==> src/rtl/expr_pipe_eval_if.sv <==
// rtl/expr_pipe_eval_if.sv - operand/result handshake bundle for expr_pipe_eval
interface expr_pipe_eval_if #(
    parameter int AW = 6,
    parameter int BW = 6,
    parameter int YW = 8
);
    logic          in_valid;
    logic          in_ready;
    logic [AW-1:0] a;
    logic [BW-1:0] b;
    logic [2:0]    op;
    logic          out_valid;
    logic          out_ready;
    logic [YW-1:0] y;
    logic          flag;
    logic [15:0]   ops_done;

    modport master (
        output in_valid, a, b, op, out_ready,
        input  in_ready, out_valid, y, flag, ops_done
    );

    modport slave (
        input  in_valid, a, b, op, out_ready,
        output in_ready, out_valid, y, flag, ops_done
    );
endinterface

==> src/rtl/expr_pipe_eval.sv <==
// rtl/expr_pipe_eval.sv - pipelined width/sign-aware expression evaluator with elastic handshake
module expr_pipe_eval #(
    parameter int AW       = 6,
    parameter int BW       = 6,
    parameter int A_SIGNED = 1,
    parameter int B_SIGNED = 1,
    parameter int YW       = 8,
    parameter int STAGES   = 2
) (
    input  logic             clk,
    input  logic             reset,
    expr_pipe_eval_if.slave  bus
);
    // Mixed signedness collapses to the unsigned domain, as in a Verilog expression.
    localparam bit SDOM = (A_SIGNED != 0) && (B_SIGNED != 0);

    logic [63:0]       ea64, eb64, sum64, dif64, prd64;
    logic [YW-1:0]     ea, eb, cy;
    logic              cf, r, sh_big;

    logic [STAGES-1:0] v, en, fr;
    logic [YW-1:0]     yr [STAGES];
    logic [15:0]       done_cnt;

    function automatic logic fits(input logic [63:0] x);
        logic [63:0] hi;
        if (SDOM) begin
            hi = $signed(x) >>> (YW - 1);
            return (hi == '0) || (hi == '1);
        end
        return (x >> YW) == '0;
    endfunction

    always_comb begin
        if (SDOM) begin
            ea64 = 64'($signed(bus.a));
            eb64 = 64'($signed(bus.b));
        end else begin
            ea64 = 64'(bus.a);
            eb64 = 64'(bus.b);
        end
    end

    // 64-bit intermediates hold the exact result of any 16x16 operation.
    assign sum64  = ea64 + eb64;
    assign dif64  = ea64 - eb64;
    assign prd64  = ea64 * eb64;
    assign ea     = ea64[YW-1:0];
    assign eb     = eb64[YW-1:0];
    assign sh_big = 32'(bus.b) >= 32'(YW);

    always_comb begin
        cy = '0;
        cf = 1'b0;
        r  = 1'b0;
        case (bus.op)
            3'd0: begin cy = sum64[YW-1:0]; cf = !fits(sum64); end
            3'd1: begin cy = dif64[YW-1:0]; cf = !fits(dif64); end
            3'd2: begin cy = prd64[YW-1:0]; cf = !fits(prd64); end
            3'd3: begin
                if (!sh_big) cy = ea << bus.b;
            end
            3'd4: begin
                if (sh_big) begin
                    if (SDOM) cy = {YW{ea[YW-1]}};
                end else if (SDOM) begin
                    cy = $signed(ea) >>> bus.b;
                end else begin
                    cy = ea >> bus.b;
                end
            end
            3'd5: begin
                if (SDOM) r = $signed(ea) < $signed(eb);
                else      r = ea < eb;
                cy = {{(YW-1){1'b0}}, r};
                cf = r;
            end
            3'd6: begin
                r  = ea != eb;
                cy = {{(YW-1){1'b0}}, r};
                cf = r;
            end
            default: begin
                r  = ~^(ea ^ eb);
                cy = {{(YW-1){1'b0}}, r};
                cf = r;
            end
        endcase
    end

    // Stage k may load when out_ready or any stage at or after k is empty.
    always_comb begin
        en = '0;
        for (int k = 0; k < STAGES; k++) begin
            en[k] = bus.out_ready ||
                    !(&(v | ((STAGES'(1) << k) - STAGES'(1))));
        end
    end

    always_ff @(posedge clk or posedge reset) begin
        if (reset) begin
            v        <= '0;
            fr       <= '0;
            done_cnt <= '0;
            for (int k = 0; k < STAGES; k++) yr[k] <= '0;
        end else begin
            if (en[0]) begin
                v[0] <= bus.in_valid;
                if (bus.in_valid) begin
                    yr[0] <= cy;
                    fr[0] <= cf;
                end
            end
            for (int k = 1; k < STAGES; k++) begin
                if (en[k]) begin
                    v[k] <= v[k-1];
                    if (v[k-1]) begin
                        yr[k] <= yr[k-1];
                        fr[k] <= fr[k-1];
                    end
                end
            end
            if (v[STAGES-1] && bus.out_ready) done_cnt <= done_cnt + 16'd1;
        end
    end

    assign bus.in_ready  = en[0];
    assign bus.out_valid = v[STAGES-1];
    assign bus.y         = yr[STAGES-1];
    assign bus.flag      = fr[STAGES-1];
    assign bus.ops_done  = done_cnt;
endmodule

==> src/flat_wrapper.sv <==
// flat-port wrapper written by rule: the top's interface ports become plain ports
module expr_pipe_eval_flat 
#(
    parameter int AW       = 6,
    parameter int BW       = 6,
    parameter int A_SIGNED = 1,
    parameter int B_SIGNED = 1,
    parameter int YW       = 8,
    parameter int STAGES   = 2
)
  (clk, reset, bus_in_valid, bus_a, bus_b, bus_op, bus_out_ready, bus_in_ready, bus_out_valid, bus_y, bus_flag, bus_ops_done);
  expr_pipe_eval_if #(.AW(AW), .BW(BW), .YW(YW)) bus_i ();
  input  logic clk;
  input  logic reset;
  input wire logic [$bits(bus_i.in_valid)-1:0] bus_in_valid;
  input wire logic [$bits(bus_i.a)-1:0] bus_a;
  input wire logic [$bits(bus_i.b)-1:0] bus_b;
  input wire logic [$bits(bus_i.op)-1:0] bus_op;
  input wire logic [$bits(bus_i.out_ready)-1:0] bus_out_ready;
  output wire logic [$bits(bus_i.in_ready)-1:0] bus_in_ready;
  output wire logic [$bits(bus_i.out_valid)-1:0] bus_out_valid;
  output wire logic [$bits(bus_i.y)-1:0] bus_y;
  output wire logic [$bits(bus_i.flag)-1:0] bus_flag;
  output wire logic [$bits(bus_i.ops_done)-1:0] bus_ops_done;
  assign bus_i.in_valid = bus_in_valid;
  assign bus_i.a = bus_a;
  assign bus_i.b = bus_b;
  assign bus_i.op = bus_op;
  assign bus_i.out_ready = bus_out_ready;
  assign bus_in_ready = bus_i.in_ready;
  assign bus_out_valid = bus_i.out_valid;
  assign bus_y = bus_i.y;
  assign bus_flag = bus_i.flag;
  assign bus_ops_done = bus_i.ops_done;
  expr_pipe_eval #(.AW(AW), .BW(BW), .A_SIGNED(A_SIGNED), .B_SIGNED(B_SIGNED), .YW(YW), .STAGES(STAGES)) u_core (.clk(clk), .reset(reset), .bus(bus_i));
endmodule
==> config.mk <==
export PLATFORM = sky130hd
export DESIGN_NAME = expr_pipe_eval_flat
export DESIGN_NICKNAME = d
export VERILOG_FILES = /design/src/rtl/expr_pipe_eval_if.sv /design/src/rtl/expr_pipe_eval.sv /design/src/flat_wrapper.sv
export SDC_FILE = /design/constraint.sdc
export NUM_CORES = 1
export LEC_CHECK = 0
export BUFFER_PORTS_ARGS = -buffer_cell sky130_fd_sc_hd__buf_4
export CAP_MARGIN = 20
export CORE_ASPECT_RATIO = 1.75
export CORE_MARGIN = 2
export CORE_UTILIZATION = 60
export DETAILED_ROUTE_END_ITERATION = 8
export GPL_TIMING_DRIVEN = 0
export PLACE_DENSITY = 0.81
export SYNTH_ARGS = -nofsm -noshare
export SYNTH_HDL_FRONTEND = slang
export SYNTH_SLANG_ARGS = --single-unit
==> constraint.sdc <==
create_clock -name clk -period 3.1 [get_ports clk]
set_input_delay 0.62 -clock clk [delete_from_list [all_inputs] [get_ports clk]]
set_output_delay 0.62 -clock clk [all_outputs]
set_load 0.02 [all_outputs]
==> impl_metrics.ini <==
[floorplan]
start_util = 0.622
die-area_sq_mm = 0.00753
num_rows = 39
fp.dieH_microns = 113
core_area_sq_mm = 0.00659
die_x_microns = 66.5
io_pins = 46

[sta]
tightest_slew_ns = 0.862
setup_viol = 5
fin_worst_skew_ns = 0.00592
period_minus_slack_ns = 4.58
report.final.slew_viol_count = 0
slew_headroom = 0.421
rsz0062_at_grt = yes
hold_viol_final = 0
max_freq_mhz = 219
post-route-period-util = 1.48
layout_setup_ws_ns = -1.48
tns_ns = -5.26

[setup_path]
cp-start-kind = input pin
cp_cell_sequence = buf_8 -> clkbuf_16 -> buf_8 -> and2_4 -> fa_1 -> inv_1 -> fa_1 -> fa_1 -> inv_2 -> fa_2 -> fa_2 -> buf_6 -> buf_6 -> buf_6 -> buf_6 -> buf_6 -> buf_6 -> buf_6 -> xor2_2 -> a21oi_2 -> a31oi_1
path_buf_inv = 12
cp_max_fo = 4
arrival_ns = 4.72
path_class = in2reg
cp.required_ns = 3.24
rr_startpoint = u_core.v[1]$_DFFE_PP0N_
critPathMaxStageDelay_ns = 0.53
cpMostUsedCell = buf_6
critical_path.top_delay_family = adder cells
end_kind = register
crit_path_start = bus_b[2]
cpMaxStageDelayCell = fa_1
cp_num_cells = 21
r2r_slack_ns = 1.22
rr_worst_depth = 7

[finish]
diodes = 0
layout_commonest_cell = buf_4
area_delta_synth_final_pct = 30.1
nets = 623
stdcell_area_sq_mm = 0.00533
final_cell_mix = buf_4 (61), inv_1 (48), nor2_1 (38)
drive_above_1_share = 0.295
fill_cells = 417

[power_and_ir_drop]
pwr_density_cell_mw_per_mm2 = 613
vdd_drop_max_mv = 0.752
p_leak_nw = 2.51

[synth]
synth_cell_types = 65
syn_area_sq_mm = 0.00410
ys_seq_area_frac = 0.220
syn-num-nets = 551
ys_warn_count = 0
synth-edff-count = 0
synthFlopType = dfrtp_1
syn_avg_cell_area_sq_um = 8.85
netlist_top_cells_area = dfrtp_1 (22%), fa_1 (14%), ha_1 (13%), inv_1 (5.3%), xnor2_1 (4.7%)
synthCells = 463
synth_top_area_share = 0.220
yosys.area.top_type = dfrtp_1
async_flop_share = 1.00
ys_seq_elements = 36

[routing]
routed_wl_microns = 12400
vias = 3738
drt_iter0_drc = 206
via_per_inst = 6.05
avgRoutedWirePerCell_microns = 20.0
firstDrtPassIters = 5
drt.antenna.violating_nets = 0
drc = 0

[outcome]
status = finished, violations left
violations = negative setup slack

[job]
cap_violations = 0

[placement]
dpl.hpwl_microns = 9300
placed_area_sq_mm = 0.00473
portBuffers = 44
routabilityCongestion = 0.933

[global_route]
antenna_found_initial = 0
grt_max_degree = 26
grtUsageTotal = 0.346
grt_pass1_vias = 3908
gr-total-overflow = 0
grt_pass1_wl_microns = 19600

[clocking]
clkTransAtPathRegs_ns = 0.06
cts_hold_buf = 0
cts_buffer_depth = 2
root_buffer = clkbuf_16
cts_buffers = 5
cts.sinks = 36
h-tree-depth = 2
insertion_delay_ns = 0.28
tritoncts = built

[min_path]
hp-class = in2async
## cells in the mapped netlist, drive strengths merged, types with 2 or more instances
cell	count
o21a	2
and3	2
a221oi	3
dfrtp	36
ha	41
nand4	7
fa	28
xnor2	22
and4	2
nand3b	3
mux2	12
a2111oi	3
a211oi	4
nand3	11
o211a	2
o21ai	13
a31oi	7
buf	16
a21o	3
nand2b	10
o31ai	3
nor3	12
and2	6
or2	2
a21oi	25
a311oi	2
inv	61
o211ai	2
mux2i	9
nor2b	4
a222oi	2
clkbuf	7
or4	5
nand2	32
xor2	7
nor2	39
## where the power goes
part,switching [W],internal [W]
registers,0.0000819,0.000569
clock network,0.000193,0.000377
logic,0.00110,0.000948
## final timing paths
kind | to
worst max-delay path | u_core.yr[14]$_DFFE_PP0P_
worst min-delay path | u_core.bus.ops_done[11]$_DFFE_PP0P_
worst max register to register | u_core.bus.ops_done[15]$_DFFE_PP0P_
worst min register to register | u_core.bus.ops_done[15]$_DFFE_PP0P_
max in group asynchronous | u_core.bus.ops_done[1]$_DFFE_PP0P_
min in group clk | u_core.bus.ops_done[15]$_DFFE_PP0P_
## per-layer routing
metal,vias to the layer above,part of all wire,wire length [microns],GRT usage
met5,-,0,0,0
met4,0,0.092,1140,0.245
met3,70,0.041,510,0.0288
met2,174,0.54,6680,0.639
met1,1770,0.33,4050,0.347
li1,1724,-,-,-
## logic make-up (layout without fill, tap and decap cells)
group,count (synthesis),in the layout,share of synthesized area
flops,36,36,0.220
mux,21,21,0.0550
xor+xnor,29,29,0.0620
fa+ha+maj,69,69,0.262
buf+inv,85,158,0.0898
simple gates,139,139,0.170
compound gates,84,84,0.141
## state kept, by name, summed over array words and instances (netlist names)
| signal | count |
|---|---|
| u_core.bus.ops_done | 16 |
| u_core.bus.y | 8 |
| u_core.fr | 2 |
| u_core.v | 2 |
| u_core.yr | 8 |
## cell type report
cell class	count	area, sq um	area share
clock buffer	5	125	0.0235
multi-input combinational	342	3120	0.585
sequential	36	901	0.169
tap	82	103	0.0193
clock inverter	3	42.5	0.00798
inverter	62	251	0.0472
timing repair buffer	66	564	0.106
buffer	22	223	0.0418
## timing repair
item	CTS	global route
endpoints found under the setup margin	6	6
pin swaps	18	17
setup buffers	19	2
resized for setup	34	19
gates cloned	0	0
## per-stage QoR
step | cells | setup slack (ns) | utilization | total power, W | hold slack (ns)
global route | 618 | -1.58 | 0.809 | 0.00346 | 0.422
global placement | 589 | -1.92 | 0.714 | 0.00227 | 0.464
finish | 618 | -1.48 | 0.809 | 0.00327 | 0.389
floorplan | 463 | -1.38 | - | 0.00185 | 0.452
detailed placement | 590 | -1.94 | 0.719 | 0.00233 | 0.468
CTS | 616 | -1.48 | 0.791 | 0.00306 | 0.399
## worst register-to-register path, stage by stage, from the launching register on
cell and delay [ns]:
dfrtp_1 0.39, and2_1 0.14, clkbuf_1 0.20, nand4_1 0.17, nor2_1 0.24, and4_1 0.34
nand3_1 0.14, xnor2_1 0.14
Note: power is estimated with default switching activity, not from simulation.
